### config.mk
export PLATFORM = sky130hd
export DESIGN_NAME = fir_mac_sequencer
export DESIGN_NICKNAME = d
export VERILOG_FILES = /design/src/rtl/fir_mac_sequencer.sv
export SDC_FILE = /design/constraint.sdc
export NUM_CORES = 2
export LEC_CHECK = 0
export CORE_MARGIN = 2
export CORE_UTILIZATION = 45
export DETAILED_ROUTE_END_ITERATION = 7
export PLACE_DENSITY_LB_ADDON = 0.08
export REMOVE_ABC_BUFFERS = 1
export SETUP_SLACK_MARGIN = 0.02
export SYNTH_ARGS = -nofsm -noshare
export SYNTH_HDL_FRONTEND = slang
export SYNTH_HIERARCHICAL = 1
export SYNTH_SLANG_ARGS = --single-unit
### constraint.sdc
create_clock -name clock95 -period 22.9 [get_ports clock95]
set_clock_uncertainty 0.2 [all_clocks]
set_input_delay 4.58 -clock clock95 [delete_from_list [all_inputs] [get_ports clock95]]
set_output_delay 4.58 -clock clock95 [all_outputs]
set_load 0.005 [all_outputs]
### src/rtl/fir_mac_sequencer.sv
// fir_mac_sequencer: time-multiplexed FIR. One multiplier-accumulator walks a
// circular sample buffer against a coefficient register file, producing
// y[n] = sum_k c[k]*x[n-k] once per accepted sample (TAPS+1 cycles per sample).
//
// Ports
//   clock95            rising-edge clock
//   reset95            asynchronous active-low reset
//   in_valid/in_ready  sample handshake, in_data is the signed sample
//   coef_we/addr/data  coefficient write, honoured only while idle
//   flush              zero the sample buffer (pending if raised mid-MAC)
//   out_valid          one-cycle pulse when out_data carries a new result
//   out_data           signed result, held until the next result
//
// Build option
//   FIR_SEQ_SAT_EN     when defined, every accumulation saturates to the signed
//                      ACC_W range; otherwise accumulation wraps modulo 2^ACC_W.

module fir_mac_coef_rf #(
   parameter int TAPS   = 16,
   parameter int COEF_W = 16,
   parameter int AW     = 4
) (
   input  logic                     clock95,
   input  logic                     reset95,
   input  logic                     we,
   input  logic [AW-1:0]            waddr,
   input  logic signed [COEF_W-1:0] wdata,
   input  logic [AW-1:0]            raddr,
   output logic signed [COEF_W-1:0] rdata
);

   logic signed [COEF_W-1:0] coef [TAPS];

   always_ff @(posedge clock95 or negedge reset95) begin
      if (!reset95) begin
         for (int i = 0; i < TAPS; i++) coef[i] <= '0;
      end else if (we && (int'(waddr) < TAPS)) begin
         coef[waddr] <= wdata;
      end
   end

   assign rdata = (int'(raddr) < TAPS) ? coef[raddr] : '0;

endmodule

// state    | meaning
// ST_FLUSH | zero buffer[cnt] for cnt = 0..TAPS-1, then rewind wr_ptr
// ST_IDLE  | in_ready high; accept a sample, a coefficient write or a flush
// ST_MAC   | cnt = k, acc += c[k] * x[n-k]; result published on k = TAPS-1
module fir_mac_sequencer #(
   parameter  int TAPS   = 16,
   parameter  int DATA_W = 17,
   parameter  int COEF_W = 16,
   parameter  int ACC_W  = 40,
   localparam int AW     = $clog2(TAPS)
) (
   input  logic                     clock95,
   input  logic                     reset95,
   input  logic                     in_valid,
   input  logic signed [DATA_W-1:0] in_data,
   output logic                     in_ready,
   input  logic                     coef_we,
   input  logic [AW-1:0]            coef_addr,
   input  logic signed [COEF_W-1:0] coef_data,
   input  logic                     flush,
   output logic                     out_valid,
   output logic signed [ACC_W-1:0]  out_data
);

   localparam int PW = DATA_W + COEF_W;
   localparam int SW = ACC_W + 1;
   localparam logic [AW-1:0] LAST = AW'(TAPS - 1);

   typedef enum logic [1:0] {ST_FLUSH, ST_IDLE, ST_MAC} state_t;

   state_t                   state, state_nxt;
   logic [AW-1:0]            cnt, cnt_nxt;
   logic [AW-1:0]            wr_ptr, wr_ptr_nxt, wr_ptr_inc, rd_idx;
   logic                     flush_pend, flush_pend_nxt;
   logic signed [ACC_W-1:0]  acc, acc_nxt, acc_sum, out_data_nxt;
   logic                     out_valid_nxt;
   logic                     buf_we, coef_wr;
   logic [AW-1:0]            buf_waddr;
   logic signed [DATA_W-1:0] buf_wdata, buf_rd;
   logic signed [COEF_W-1:0] coef_rd;
   logic signed [PW-1:0]     prod;
   logic signed [DATA_W-1:0] sbuf [TAPS];

   fir_mac_coef_rf #(.TAPS(TAPS), .COEF_W(COEF_W), .AW(AW)) u_coef_rf (
      .clock95 (clock95),
      .reset95 (reset95),
      .we      (coef_wr),
      .waddr   (coef_addr),
      .wdata   (coef_data),
      .raddr   (cnt),
      .rdata   (coef_rd)
   );

   // The buffer is cleared by the FLUSH pass that follows every reset.
   always_ff @(posedge clock95) begin
      if (buf_we) sbuf[buf_waddr] <= buf_wdata;
   end

   assign wr_ptr_inc = (wr_ptr == LAST) ? '0 : wr_ptr + 1'b1;
   // Non-power-of-two depths need the explicit wrap; the intermediate may
   // overflow AW bits but the true result is always below TAPS.
   assign rd_idx     = (wr_ptr >= cnt) ? (wr_ptr - cnt) : (wr_ptr + AW'(TAPS) - cnt);
   assign buf_rd     = sbuf[rd_idx];
   assign prod       = PW'(buf_rd) * PW'(coef_rd);

`ifdef FIR_SEQ_SAT_EN
   logic signed [ACC_W:0] sum_wide;

   always_comb begin
      sum_wide = SW'(acc) + SW'(prod);
      if (sum_wide[ACC_W] != sum_wide[ACC_W-1])
         acc_sum = sum_wide[ACC_W] ? {1'b1, {(ACC_W-1){1'b0}}} : {1'b0, {(ACC_W-1){1'b1}}};
      else
         acc_sum = sum_wide[ACC_W-1:0];
   end
`else
   assign acc_sum = acc + ACC_W'(prod);
`endif

   always_comb begin
      state_nxt      = state;
      cnt_nxt        = cnt;
      wr_ptr_nxt     = wr_ptr;
      flush_pend_nxt = flush_pend;
      acc_nxt        = acc;
      out_data_nxt   = out_data;
      out_valid_nxt  = 1'b0;
      buf_we         = 1'b0;
      buf_waddr      = cnt;
      buf_wdata      = '0;
      coef_wr        = 1'b0;
      in_ready       = 1'b0;
      case (state)
         ST_FLUSH: begin
            buf_we  = 1'b1;
            cnt_nxt = cnt + 1'b1;
            if (cnt == LAST) begin
               cnt_nxt    = '0;
               wr_ptr_nxt = '0;
               state_nxt  = ST_IDLE;
            end
         end
         ST_IDLE: begin
            in_ready = 1'b1;
            coef_wr  = coef_we;
            if (flush) begin
               cnt_nxt   = '0;
               state_nxt = ST_FLUSH;
            end else if (in_valid) begin
               wr_ptr_nxt = wr_ptr_inc;
               buf_we     = 1'b1;
               buf_waddr  = wr_ptr_inc;
               buf_wdata  = in_data;
               acc_nxt    = '0;
               cnt_nxt    = '0;
               state_nxt  = ST_MAC;
            end
         end
         ST_MAC: begin
            acc_nxt = acc_sum;
            cnt_nxt = cnt + 1'b1;
            if (flush) flush_pend_nxt = 1'b1;
            if (cnt == LAST) begin
               out_data_nxt   = acc_sum;
               out_valid_nxt  = 1'b1;
               cnt_nxt        = '0;
               flush_pend_nxt = 1'b0;
               state_nxt      = (flush_pend || flush) ? ST_FLUSH : ST_IDLE;
            end
         end
         default: state_nxt = ST_FLUSH;
      endcase
   end

   always_ff @(posedge clock95 or negedge reset95) begin
      if (!reset95) begin
         state      <= ST_FLUSH;
         cnt        <= '0;
         wr_ptr     <= '0;
         flush_pend <= 1'b0;
         acc        <= '0;
         out_data   <= '0;
         out_valid  <= 1'b0;
      end else begin
         state      <= state_nxt;
         cnt        <= cnt_nxt;
         wr_ptr     <= wr_ptr_nxt;
         flush_pend <= flush_pend_nxt;
         acc        <= acc_nxt;
         out_data   <= out_data_nxt;
         out_valid  <= out_valid_nxt;
      end
   end

endmodule

==> impl_summary.txt <==
----------------------------------------------------
[Run status]
  Outcome ... finished clean

[Drt]
  Wire length reported by the detailed router ... 93400 um
  First-pass detailed-route iteration total ... 5
  Routed wire per std cell ... 22.4 um
  Number of routed nets with antenna violations ... 0
  Ratio of routed vias to standard cells ... 5.34
  Vias ... 22230
  DR DRC count ... 0
  Starting DRC count in detailed routing ... 1375

[Clock tree]
  CTS tree ... built
  Post-CTS setup buffer count ... 0
  Clock latency of the later-clocked register in the worst-skew pair ... 0.62 ns
  Post-CTS clock slew at the launch and capture registers of the worst setup and hold paths ... 0.06 ns
  TritonCTS Buffers ... 71
  CTS Root Buffer Type ... sky130_fd_sc_hd__clkbuf_16
  Max Buffers Root-to-Sink ... 3
  Total of cells resized after clock tree synthesis ... 0
  Clk sink count ... 620
  H-tree level count ... 3
  Hold-fix buffer count after cts ... 0

[Placement]
  HPWL reported at the end of detailed placement ... 61900 um
  Routability cong. ... 0.868
  IO buf count ... 83
  Instance area after placement ... 0.0406 mm^2

[Critical path]
  CP max-delay cell ... sky130_fd_sc_hd__dfrtp_4
  Cells on worst reg2reg path ... 31
  Delay of the slowest critical-path stage ... 0.93 ns
  Critical register-to-register path endpoint ... out_data[39]
  Flop-to-flop setup slack ... 12.45 ns
  Arr. time, crit path ... 10.73 ns
  Worst path bufs/invs ... 8
  Class of the most critical setup path ... flop to flop
  CP Max Fanout ... 68
  Critical path endpoint category ... flop
  Startpoint of the lowest-slack register-to-register path ... cnt[0]
  Gate family responsible for the most delay along the worst path ... adder cells
  Element type at the critical path start ... flop
  Required time at the worst-slack endpoint ... 23.18 ns

[Logic synthesis]
  Synth unique cells ... 71
  Post-synthesis cell area ... 0.0383 mm^2
  Share of flip-flops with an asynchronous set or reset ... 56.1%
  Library cell with the largest summed area after synthesis ... sky130_fd_sc_hd__dfrtp_1
  Top-count cell post-synth ... sky130_fd_sc_hd__inv_1
  Proportion of netlist area held by the largest area contributor ... 22.7%
  Post-synth EDFFs ... 272
  Synthesis warning total ... 6
  Total of flip-flops plus latches after synthesis ... 620
  Mean post-synth cell area ... 13.3 um^2
  Cell types with the largest area share after synthesis ... sky130_fd_sc_hd__dfrtp_1 23%, sky130_fd_sc_hd__edfxtp_1 21%, sky130_fd_sc_hd__fa_1 18%, sky130_fd_sc_hd__mux4_2 7.8%, sky130_fd_sc_hd__mux2_2 7.4%
  Ys flop type ... sky130_fd_sc_hd__dfrtp_1
  Top cells by count, synth ... 396 x sky130_fd_sc_hd__inv_1, 348 x sky130_fd_sc_hd__dfrtp_1, 342 x sky130_fd_sc_hd__fa_1, 272 x sky130_fd_sc_hd__edfxtp_1, 253 x sky130_fd_sc_hd__mux2_2
  Cell count after synthesis ... 2891
  Sequential share of the synthesized area ... 44.0%

[STA]
  Actual slew at the worst max-slew pin ... 1.09 ns
  Achievable clock frequency ... 95.7 MHz
  Clock period minus final worst setup slack ... 10.45 ns
  Worst slew margin ... 27.4%
  Final count of pins violating max slew ... 0
  Number of failing setup endpoints in the final timing report ... 0
  Sum of negative setup slack ... 0 ns
  Number of hold violations in the final report ... 0
  Post-route clock period utilization ... 45.6%
  Post-route worst hold slack ... 0.271 ns
  Setup repair after global routing missed its margin ... no

[Cells and area]
  Fraction of layout cells with a size suffix above 1 ... 20.5%
  Finished layout cell area ... 0.0428 mm^2
  Layout overhead on the synthesized area ... 11.7%
  Antenna diode instance count ... 0
  Number of nets in the final layout ... 3471

[Floorplan]
  Effective utilization at floorplan ... 45.2%
  Die area ... 0.0876 mm^2
  Height of the chip ... 296 um
  Die Wd ... 296 um
  Boundary Pins ... 84
  Cell Rows ... 107
  Core footprint ... 0.0847 mm^2

[Global routing]
  Remaining Overflow, GRT ... 0
  Pin count of the biggest net entering global routing ... 173
  Met1 usage ... 31.5%
  GRT Total Usage ... 22.2%
  GR Util met2 ... 36.4%
  Number of global-route vias before repair ... 24380
  Wire length of the first global-routing pass ... 147000 um
  Layer with the highest usage after global routing ... met2
  Met3 Resource Use GR ... 3.15%
  Number of antenna violations at the first check in global routing ... 3

[Flow run]
  Max Cap Viol ... 0

[Min path]
  Type of the worst min-delay path ... flop to flop
  End point of the worst hold path ... out_data[13]
  Hold Startpoint ... out_data[13]
  WHS Path Cells ... 2

----------------------------------------------------
-- tightest hold or removal path, delay by kind of cell (launching register included) --
| family | cells | cell delay, ns |
|---|---|---|
| flops | 1 | 0.34 |
| simple gates | 2 | 0.10 |
-- per-stage QoR --
step | util, % | instances | setup WS (ns)
finish | 50.5 | 4162 | 12.45
global route | 50.5 | 4162 | 11.84
CTS | 50.5 | 4162 | 12.36
detailed placement | 47.9 | 4038 | 12.38
global placement | 47.9 | 4038 | 12.49
floorplan | - | 2748 | 10.07
-- worst max path at each step --
stage | cells after the start | start | end
2_1_floorplan | 25 | cnt[0] | out_data[39]
3_3_place_gp | 29 | cnt[0] | out_data[36]
3_5_place_dp | 31 | cnt[0] | out_data[39]
4_1_cts | 31 | cnt[0] | out_data[39]
5_1_grt | 31 | cnt[0] | acc[39]
6_report | 31 | cnt[0] | out_data[39]
-- cells in the final DEF (no fill, tap or decap), types with 76 or more instances in the layout --
| cell | count |
|---|---|
| sky130_fd_sc_hd__dfrtp_1 | 346 |
| sky130_fd_sc_hd__edfxtp_1 | 272 |
| sky130_fd_sc_hd__fa_1 | 341 |
| sky130_fd_sc_hd__mux2_2 | 253 |
| sky130_fd_sc_hd__and2_1 | 76 |
| sky130_fd_sc_hd__clkdlybuf4s50_1 | 82 |
| sky130_fd_sc_hd__mux4_2 | 132 |
| sky130_fd_sc_hd__ha_1 | 119 |
| sky130_fd_sc_hd__inv_1 | 396 |
| sky130_fd_sc_hd__nand2_1 | 243 |
-- layer usage --
metal / up-vias / share of wire (%)
li1: 9920 / -
met1: 11761 / 46
met2: 427 / 48
met3: 120 / 4.1
met4: 2 / 1.7
met5: - / 0.014
-- cell type report --
type                    instances  area, um^2
clock buffers                  91        1930
clock inverters                33         295
well taps                    1144        1430
inverters                     396        1490
flip-flops and latches        620       16900
multi-input cells            1732       19500
repair buffers                146        1320
fillers                      7226       41900
-- flip-flops by register name, indices dropped and copies added (netlist names) --
register / cells
sbuf: 272
u_coef_rf/coef: 256
acc: 40
out_data: 40
cnt: 4
wr_ptr: 4
state: 2
flush_pend: 1
out_valid: 1
-- cell families (layout without fill, tap and decap cells) --
family / Yosys count / count (layout) / synth area share (%)
mux: 412 / 412 / 16.0
fa+ha+maj: 462 / 462 / 21.8
simple gates: 565 / 565 / 7.31
compound gates: 246 / 246 / 4.12
flops: 620 / 620 / 44.0
xor+xnor: 47 / 47 / 1.09
buf+inv: 539 / 666 / 5.67
Power is not shown: default switching activity piles up to over one toggle a cycle in this logic, so the estimate is an artifact.
